**src/rtl/adc_scan_averager.sv**
```systemverilog
// adc_scan_averager: per-channel block averager with threshold alarms and a
// registered, channel-selectable readout.
// Optional min/max tracking of completed averages: define ADC_SCAN_MINMAX_EN.
module adc_scan_averager #(
    parameter int unsigned NUM_CH   = 8,
    parameter int unsigned DATA_W   = 12,
    parameter int unsigned AVG_LOG2 = 2,
    parameter int unsigned OUT_W    = 8,
    localparam int unsigned CH_W    = (NUM_CH > 1) ? $clog2(NUM_CH) : 1
) (
    input  logic              CLOCK,
    input  logic              RESET,
    input  logic              SAMPLE_VALID,
    input  logic [CH_W-1:0]   SAMPLE_CH,
    input  logic [DATA_W-1:0] SAMPLE_DATA,
    input  logic [CH_W-1:0]   SEL,
    input  logic [DATA_W-1:0] THRESH,
`ifdef ADC_SCAN_MINMAX_EN
    input  logic              CLEAR_MINMAX,
    output logic [DATA_W-1:0] MIN_OUT,
    output logic [DATA_W-1:0] MAX_OUT,
`endif
    output logic [DATA_W-1:0] AVG_OUT,
    output logic              AVG_VALID,
    output logic [OUT_W-1:0]  DISPLAY,
    output logic              UPDATE,
    output logic [CH_W-1:0]   UPDATE_CH,
    output logic [NUM_CH-1:0] ALARM
);

    localparam int unsigned ACC_W = DATA_W + AVG_LOG2;
    // With AVG_LOG2 = 0 the counter is a constant-zero bit and every sample completes.
    localparam int unsigned CNT_W = (AVG_LOG2 > 0) ? AVG_LOG2 : 1;
    localparam logic [CNT_W-1:0] CNT_LAST = CNT_W'((1 << AVG_LOG2) - 1);
    localparam logic [CH_W:0] NUM_CH_L = (CH_W + 1)'(NUM_CH);

    logic [ACC_W-1:0]  acc_q [NUM_CH];
    logic [ACC_W-1:0]  acc_d [NUM_CH];
    logic [CNT_W-1:0]  cnt_q [NUM_CH];
    logic [CNT_W-1:0]  cnt_d [NUM_CH];
    logic [DATA_W-1:0] avg_q [NUM_CH];
    logic [DATA_W-1:0] avg_d [NUM_CH];
    logic [NUM_CH-1:0] vld_q, vld_d;
    logic [NUM_CH-1:0] alarm_q, alarm_d;
    logic              update_q, update_d;
    logic [CH_W-1:0]   update_ch_q, update_ch_d;
    logic [DATA_W-1:0] avg_out_q, avg_out_d;
    logic              avg_valid_q, avg_valid_d;

    logic              smp_ok, sel_ok, done;
    logic [ACC_W-1:0]  sum;
    logic [DATA_W-1:0] avg_new;

    // Decode the incoming sample: range check, running sum and block completion.
    always_comb begin
        smp_ok  = SAMPLE_VALID && ({1'b0, SAMPLE_CH} < NUM_CH_L);
        sel_ok  = {1'b0, SEL} < NUM_CH_L;
        sum     = '0;
        avg_new = '0;
        done    = 1'b0;
        if (smp_ok) begin
            sum     = acc_q[SAMPLE_CH] + ACC_W'(SAMPLE_DATA);
            avg_new = DATA_W'(sum >> AVG_LOG2);
            done    = (cnt_q[SAMPLE_CH] == CNT_LAST);
        end
    end

    // Next state of per-channel accumulators, averages, alarms and the readout.
    always_comb begin
        acc_d       = acc_q;
        cnt_d       = cnt_q;
        avg_d       = avg_q;
        vld_d       = vld_q;
        alarm_d     = alarm_q;
        update_d    = 1'b0;
        update_ch_d = update_ch_q;
        if (smp_ok) begin
            if (done) begin
                acc_d[SAMPLE_CH]   = '0;
                cnt_d[SAMPLE_CH]   = '0;
                avg_d[SAMPLE_CH]   = avg_new;
                vld_d[SAMPLE_CH]   = 1'b1;
                alarm_d[SAMPLE_CH] = avg_new > THRESH;
                update_d           = 1'b1;
                update_ch_d        = SAMPLE_CH;
            end else begin
                acc_d[SAMPLE_CH] = sum;
                cnt_d[SAMPLE_CH] = cnt_q[SAMPLE_CH] + CNT_W'(1);
            end
        end
        // Readout uses the pre-update average, so a same-cycle completion shows next cycle.
        avg_out_d   = sel_ok ? avg_q[SEL] : '0;
        avg_valid_d = sel_ok && vld_q[SEL];
    end

    // State registers with synchronous reset.
    always_ff @(posedge CLOCK) begin
        if (RESET) begin
            for (int unsigned i = 0; i < NUM_CH; i++) begin
                acc_q[i] <= '0;
                cnt_q[i] <= '0;
                avg_q[i] <= '0;
            end
            vld_q       <= '0;
            alarm_q     <= '0;
            update_q    <= 1'b0;
            update_ch_q <= '0;
            avg_out_q   <= '0;
            avg_valid_q <= 1'b0;
        end else begin
            acc_q       <= acc_d;
            cnt_q       <= cnt_d;
            avg_q       <= avg_d;
            vld_q       <= vld_d;
            alarm_q     <= alarm_d;
            update_q    <= update_d;
            update_ch_q <= update_ch_d;
            avg_out_q   <= avg_out_d;
            avg_valid_q <= avg_valid_d;
        end
    end

    assign AVG_OUT   = avg_out_q;
    assign AVG_VALID = avg_valid_q;
    assign DISPLAY   = avg_out_q[DATA_W-1 -: OUT_W];
    assign UPDATE    = update_q;
    assign UPDATE_CH = update_ch_q;
    assign ALARM     = alarm_q;

`ifdef ADC_SCAN_MINMAX_EN
    logic [DATA_W-1:0] min_q [NUM_CH];
    logic [DATA_W-1:0] min_d [NUM_CH];
    logic [DATA_W-1:0] max_q [NUM_CH];
    logic [DATA_W-1:0] max_d [NUM_CH];
    logic [NUM_CH-1:0] mm_vld_q, mm_vld_d;
    logic [DATA_W-1:0] min_out_q, min_out_d, max_out_q, max_out_d;

    // Track extremes of completed averages; clear wins over a same-cycle completion.
    always_comb begin
        min_d    = min_q;
        max_d    = max_q;
        mm_vld_d = mm_vld_q;
        if (CLEAR_MINMAX) begin
            mm_vld_d = '0;
            for (int unsigned i = 0; i < NUM_CH; i++) begin
                min_d[i] = '0;
                max_d[i] = '0;
            end
        end else if (smp_ok && done) begin
            if (!mm_vld_q[SAMPLE_CH]) begin
                min_d[SAMPLE_CH]    = avg_new;
                max_d[SAMPLE_CH]    = avg_new;
                mm_vld_d[SAMPLE_CH] = 1'b1;
            end else begin
                if (avg_new < min_q[SAMPLE_CH]) min_d[SAMPLE_CH] = avg_new;
                if (avg_new > max_q[SAMPLE_CH]) max_d[SAMPLE_CH] = avg_new;
            end
        end
        min_out_d = sel_ok ? min_q[SEL] : '0;
        max_out_d = sel_ok ? max_q[SEL] : '0;
    end

    // Min/max registers with synchronous reset.
    always_ff @(posedge CLOCK) begin
        if (RESET) begin
            for (int unsigned i = 0; i < NUM_CH; i++) begin
                min_q[i] <= '0;
                max_q[i] <= '0;
            end
            mm_vld_q  <= '0;
            min_out_q <= '0;
            max_out_q <= '0;
        end else begin
            min_q     <= min_d;
            max_q     <= max_d;
            mm_vld_q  <= mm_vld_d;
            min_out_q <= min_out_d;
            max_out_q <= max_out_d;
        end
    end

    assign MIN_OUT = min_out_q;
    assign MAX_OUT = max_out_q;
`endif

endmodule

```
**config.mk**
```make
export PLATFORM = sky130hd
export DESIGN_NAME = adc_scan_averager
export DESIGN_NICKNAME = d
export VERILOG_FILES = /design/src/rtl/adc_scan_averager.sv
export SDC_FILE = /design/constraint.sdc
export NUM_CORES = 1
export LEC_CHECK = 0
export ABC_AREA = 1
export CORE_ASPECT_RATIO = 0.5
export CORE_UTILIZATION = 54
export DETAILED_ROUTE_END_ITERATION = 16
export GPL_TIMING_DRIVEN = 0
export MAX_ROUTING_LAYER = met4
export PLACE_DENSITY = 0.76
export SLEW_MARGIN = 40
export SYNTH_ARGS = -nofsm -noshare
export SYNTH_HDL_FRONTEND = slang
export SYNTH_SLANG_ARGS = --single-unit
export TNS_END_PERCENT = 50
```
**constraint.sdc**
```tcl
create_clock -name CLOCK -period 4.12 [get_ports CLOCK]
set_input_delay 0.412 -clock CLOCK [delete_from_list [all_inputs] [get_ports CLOCK]]
set_output_delay 0.412 -clock CLOCK [all_outputs]
set_load 0.005 [all_outputs]
```
Yosys cells after proc, flatten, opt, wreduce, memory -nomap -nowiden
Index checks and enable logic that the tools add are counted.
Widths: inputs -> output; s select.
{ "word_totals": {"out_inout_bits": 33, "word_cells": 81, "reg_bits": 257} }
{ "op_classes": {"n_bitwise": 8, "mux": 29, "eq_ne": 1, "order_cmp": 7, "reduce_logical": 4, "add_sub_neg": 2} }
{ "op_table": {"columns": ["cell", "count"], "rows": [
  ["$and 112x112->112", 1],
  ["$bwmux 112", 1],
  ["$mux 112", 1],
  ["$not 112->112", 1],
  ["$bwmux 96", 1],
  ["$mux 14", 4],
  ["$mux 12", 4],
  ["$bmux 14 s3", 1],
  ["$demux 14 s3", 1],
  ["$bmux 12 s3", 1],
  ["$demux 12 s3", 1],
  ["$and 16x16->16", 1],
  ["$bwmux 16", 1],
  ["$mux 16", 1],
  ["$not 16->16", 1],
  ["$add 14x12->14", 1],
  ["$gt 12x12->1", 1],
  ["$bwmux 8", 1],
  ["$ge 4x4->1 const B", 2],
  ["$lt 3x4->1 const B", 2],
  ["$not 3->4", 2],
  ["$or 8x8->8", 1],
  ["$bmux 2 s3", 1],
  ["$demux 2 s3", 1],
  ["12 further kinds", 18]
]} }

Logic depth before layout (Yosys ltp)
{ "logic_depth": {"word_depth": 8, "ltp_mapped": 30, "ltp_nobuf": 29} }

Worst setup path before layout
Ideal clock, no wire load.
{ "synth_path": {"path_type": "input to register", "startpoint": "in SAMPLE_CH[0]", "endpoint": "reg alarm_q[0] (netlist: ALARM[0])", "stages": 26, "path_buffers": 2, "t_arrival_ns": 3.762, "setup_ns": 0.141, "t_required_ns": 3.979, "setup_slack_ns": 0.218, "cell_sequence": "inv_2 -> buf_4 -> nand2_1 -> inv_2 -> clkbuf_1 -> a221oi_1 -> nand4_1 -> ha_1 -> inv_1 -> fa_1 -> inv_1 -> nand3_1 -> nand2_1 -> nand3_1 -> nand3_1 -> or2_2 -> nand3_2 -> inv_1 -> ha_1 -> nand2_1 -> inv_1 -> nand3_1 -> nor2_1 -> nand3_1 -> o22ai_1 -> a21oi_1"} }
{ "synth_via": {"elab_chain_len": 8, "word_cells_on_any_way": 19, "cone_classes": "add/sub (1); order compare (3); eq/ne (1); mux (11); bitwise (1); reduce/logical (2)"} }
{ "synth_lines": {"columns": ["item", "line_no", "rtl"], "rows": [
  ["start: declaration", "14", "input logic [CH_W-1:0] SAMPLE_CH,"],
  ["$not 3->4 (implied by the code)", "62", "sum = acc_q[SAMPLE_CH] + ACC_W'(SAMPLE_DATA);"],
  ["$bmux 14 s3", "62", null],
  ["$mux 14 (implied by the code) (2 in a row)", "62", null],
  ["$add 14x12->14", "62", null],
  ["$mux 12", "61", "if (smp_ok) begin"],
  ["net avg_new[10]", "52", "logic [DATA_W-1:0] avg_new;"],
  ["$gt 12x12->1", "83", "alarm_d[SAMPLE_CH] = avg_new > THRESH;"],
  ["$bwmux 8", "83", null],
  ["end signal: assignment", "115", "alarm_q <= alarm_d;"],
  ["end: declaration", "44", "logic [NUM_CH-1:0] alarm_q, alarm_d;"]
]} }
The timed path passes the listed nets, and every way through them passes these cells. The select of a mux whose other input is x is not followed.
A chain may end at the register's enable or synchronous reset.

Final worst setup path
{ "layout_path": {"startpoint": "in SAMPLE_CH[0]", "endpoint": "reg alarm_q[1] (netlist: ALARM[1])"} }
The elaborated chain is that of the path after synthesis.

==> key figures <==
Layout
  • Net count, final: 1602
  • Total area of sequential cells: 0.005145 mm²
  • Final Core Density: 0.6715
  • Diode count: 0
  • Post-route cell area: 0.01325 mm²
  • Area Overhead vs Synth: 20.18%
  • Area of the multi-input gates: 0.005455 mm²
  • Commonest non-fill, non-tap cell in the layout: o21ai_0
  • Fill cell count: 1655
  • Layout cells sized above 1: 0.1084
  • Commonest non-fill, non-tap cells in the layout: 289 x o21ai_0, 257 x dfxtp_1, 243 x a21oi_1

Logic synthesis
  • Post-synth top flop: dfxtp_1
  • Avg Cell Area, Syn: 7.644 µm²
  • Post-Synthesis Cells: 1442
  • Synthesized area: 0.01102 mm²
  • Synth warnings: 0
  • Yosys cell types: 35
  • Synth top area share: 0.4667
  • Flops & latches, synth: 257
  • Post-synth EDFFs: 0
  • Area leader, netlist: dfxtp_1
  • Top post-synthesis cells by area: dfxtp_1 47%, o21ai_0 13%, a21oi_1 11%, nand2_1 5.7%, nor2_1 4.4%
  • Syn_nets: 1501
  • Register area share after synthesis: 0.4667
  • Fraction of registers with async set/reset: 0

Status
  • Status: finished, final reports clean

Worst setup path
  • Buf+Inv Stages, Crit Path: 8
  • CP arrival: 4.36 ns
  • Setup crit end: ALARM[1]
  • Worst-path fanout max: 10
  • CP Class: primary input to flip-flop
  • Worst r2r src: acc_q[99]
  • CP startpoint: SAMPLE_CH[0]
  • Slowest stage cell, crit path: ha_4
  • CP Capture Type: flip-flop
  • R2R cell count: 23
  • Critical path, cell by cell: buf_2 > inv_2 > buf_6 > nand2_2 > inv_2 > clkbuf_4 > a221oi_2 > nand4_1 > ha_4 > nand2_1 > inv_1 > a21boi_0 > nand4_1 > nand3_4 > inv_1 > ha_1 > nand3_2 > nor2_2 > nand2_1 > o211ai_1 > o22ai_4 > buf_4 > a21oi_1
  • Worst r2r dst: ALARM[1]
  • CP top delay family: simple AND/OR/NAND/NOR gates
  • Flop2flop setup slack: 0.35 ns
  • WP depth: 23
  • Required @ worst endpoint: 4.56 ns
  • Startpoint Class: primary input
  • Max incr delay on CP: 0.34 ns

Timing
  • Final Hold Viols: 0
  • Max_slew headroom: 0.4569
  • Skew final: 0.01716 ns
  • Tcrit/Tclk final: 0.9517
  • Worst-Margin Slew: 0.8116 ns
  • Post-layout min period: 3.921 ns
  • Slew Viols, Final: 0
  • Unrepaired setup endpoints after global routing: no
  • Setup-failing EPs final: 0
  • Max Fclk: 255.0 MHz
  • Worst Setup Slack, final: 0.1991 ns

GRT
  • Initial antenna violation count: 0
  • GRT Total Usage: 0.3605
  • Congestion Overflow GR: 0
  • Vias in the first global route: 10220
  • Largest net degree at the start of global routing: 17
  • First-pass GRT wire length: 56.66 mm

Clock network
  • TritonCTS buffer count: 23
  • CTS Buffer Depth: 3
  • Clock slew at reported path FFs: 0.08 ns
  • Cts hold-fix bufs: 0
  • Clock insertion delay at the later pin of the skew report: 0.53 ns
  • CTS H-Tree Depth: 1
  • CTS Root Buffer Type: clkbuf_16
  • Clk sinks: 257
  • CTS tree: done

Detailed routing
  • Routed len/inst: 20.60 µm
  • Drt first-iter violations: 1572
  • # DRC: 0
  • Drt pass-1 iters: 5
  • Final wirelength: 37.60 mm
  • Avg Vias per Cell: 6.245
  • Vias: 11400
  • Antenna Nets Post-Route: 0

Floorplan
  • Initial Util: 0.5587
  • Core Area: 0.01973 mm²
  • Die width: 204.1 µm
  • Die Y: 103.0 µm
  • Total die area: 0.02102 mm²
  • Top Ports: 66
  • Row count: 36

Place
  • Post-DP HPWL: 26.03 mm
  • Placer's final routability congestion estimate: 0.9392
  • Pre-CTS setup slack: -1.708 ns
  • IO Port Bufs: 62
  • Post-placement cell area: 0.01198 mm²

Run
  • Max Cap Violations: 0

Min path
  • Hold Path Class: primary input to flip-flop

Pwr
  • PD cells: 411.9 mW/mm²
  • Max IR drop VDD: 0.2844 mV
  • Static leakage: 5.325 nW
[layer usage]
| metal | GRT usage | up-vias | part of all wire |
|---|---|---|---|
| met5 | - | - | 0 |
| met2 | 0.5547 | 674 | 0.44 |
| li1 | - | 5199 | - |
| met4 | 0.1079 | 0 | 0.026 |
| met1 | 0.4789 | 5432 | 0.42 |
| met3 | 0.07396 | 93 | 0.11 |
[registers in the layout (all words and copies together), names as in the netlist]
signal	count
ALARM	8
AVG_OUT	12
AVG_VALID	1
UPDATE	1
UPDATE_CH	3
acc_q	112
avg_q	96
cnt_q	16
vld_q	8
[through the flow]
| stage | power, mW | setup TNS [ns] | hold WS, ns | cells |
|---|---|---|---|---|
| floorplan | 2.926 | 0 | 0.4237 | 1442 |
| global placement | 3.141 | -82.66 | 0.4374 | 1770 |
| detailed placement | 3.152 | -85.31 | 0.4462 | 1771 |
| CTS | 5.401 | 0 | 0.2886 | 1822 |
| global route | 5.598 | 0 | 0.2741 | 1825 |
| finish | 5.457 | 0 | 0.2659 | 1825 |
[power breakdown]
part | switching (mW) | total (mW) | internal [mW] | leakage, nW
combinational | 0.412 | 0.617 | 0.205 | 2.86
sequential | 0.0287 | 2.56 | 2.53 | 2.08
clock | 1.00 | 2.28 | 1.28 | 0.388
[cells by family after synthesis]
kind of cell,Yosys count,share of synthesized area
compound gates,610,0.2946
simple gates,365,0.1402
flops,257,0.4667
buf+inv,184,0.06833
fa+ha+maj,26,0.03019
[worst reg2reg max path, cell delays in order, from the launching register on]
cell and delay [ns]:
dfxtp_1 0.37, a22o_1 0.26, a221oi_1 0.34, nand2_1 0.21
ha_1 0.35, nand2_1 0.06, nor2_1 0.13, nand3_1 0.10
nand3_2 0.12, nand3_1 0.10, nand2_1 0.08, nand2_1 0.11
nand3_4 0.12, inv_1 0.05, ha_1 0.29, nand2_1 0.07
inv_1 0.06, nand3_2 0.08, nor2_2 0.12, nand2_1 0.06
o211ai_1 0.14, o22ai_4 0.13, buf_4 0.18, a21oi_1 0.16
[cells in the mapped netlist (2+ instances only)]
library cell,number
a221oi_1,15
o21ai_0,291
nand4_1,13
buf_1,2
a22oi_1,13
o31ai_1,2
a22o_1,8
a31oi_1,16
a221oi_2,2
ha_1,25
nor3_1,4
and2_1,2
nand4_2,2
nand3_1,24
o22ai_1,15
buf_2,20
dfxtp_1,257
clkbuf_1,69
nand3_2,6
nor2_2,11
nor3_2,2
a21oi_1,244
buf_4,10
nor2_1,130
inv_1,71
nand2_1,168
inv_2,12
[worst min path at each step]
stage               cells past startpoint  slack, ns           end         start
global route                            3       0.27  UPDATE_CH[2]  SAMPLE_CH[2]
finish                                  3       0.27  UPDATE_CH[2]  SAMPLE_CH[2]
global placement                        2       0.44      cnt_q[9]      cnt_q[9]
detailed placement                      2       0.45      cnt_q[5]      cnt_q[5]
floorplan                               2       0.42      cnt_q[5]      cnt_q[5]
CTS                                     2       0.29     acc_q[14]         RESET
[final cells by class]
type | instances | area share
multi-input cells | 1001 | 0.4118
flip-flops and latches | 257 | 0.3884
repair buffers | 76 | 0.05383
clock buffers | 28 | 0.04713
plain buffers | 101 | 0.03759
well taps | 266 | 0.02512
inverters | 83 | 0.02427
clock inverters | 13 | 0.01190
[repair_timing]
action / 4_1_cts / 5_1_grt
endpoints found under the setup margin: 56 / 8
setup buffers: 10 / 3
pin swaps: 17 / 11
gates resized for setup: 71 / 32
endpoints found under the hold margin: 0 / 0
(Power assumes the default switching activity.)
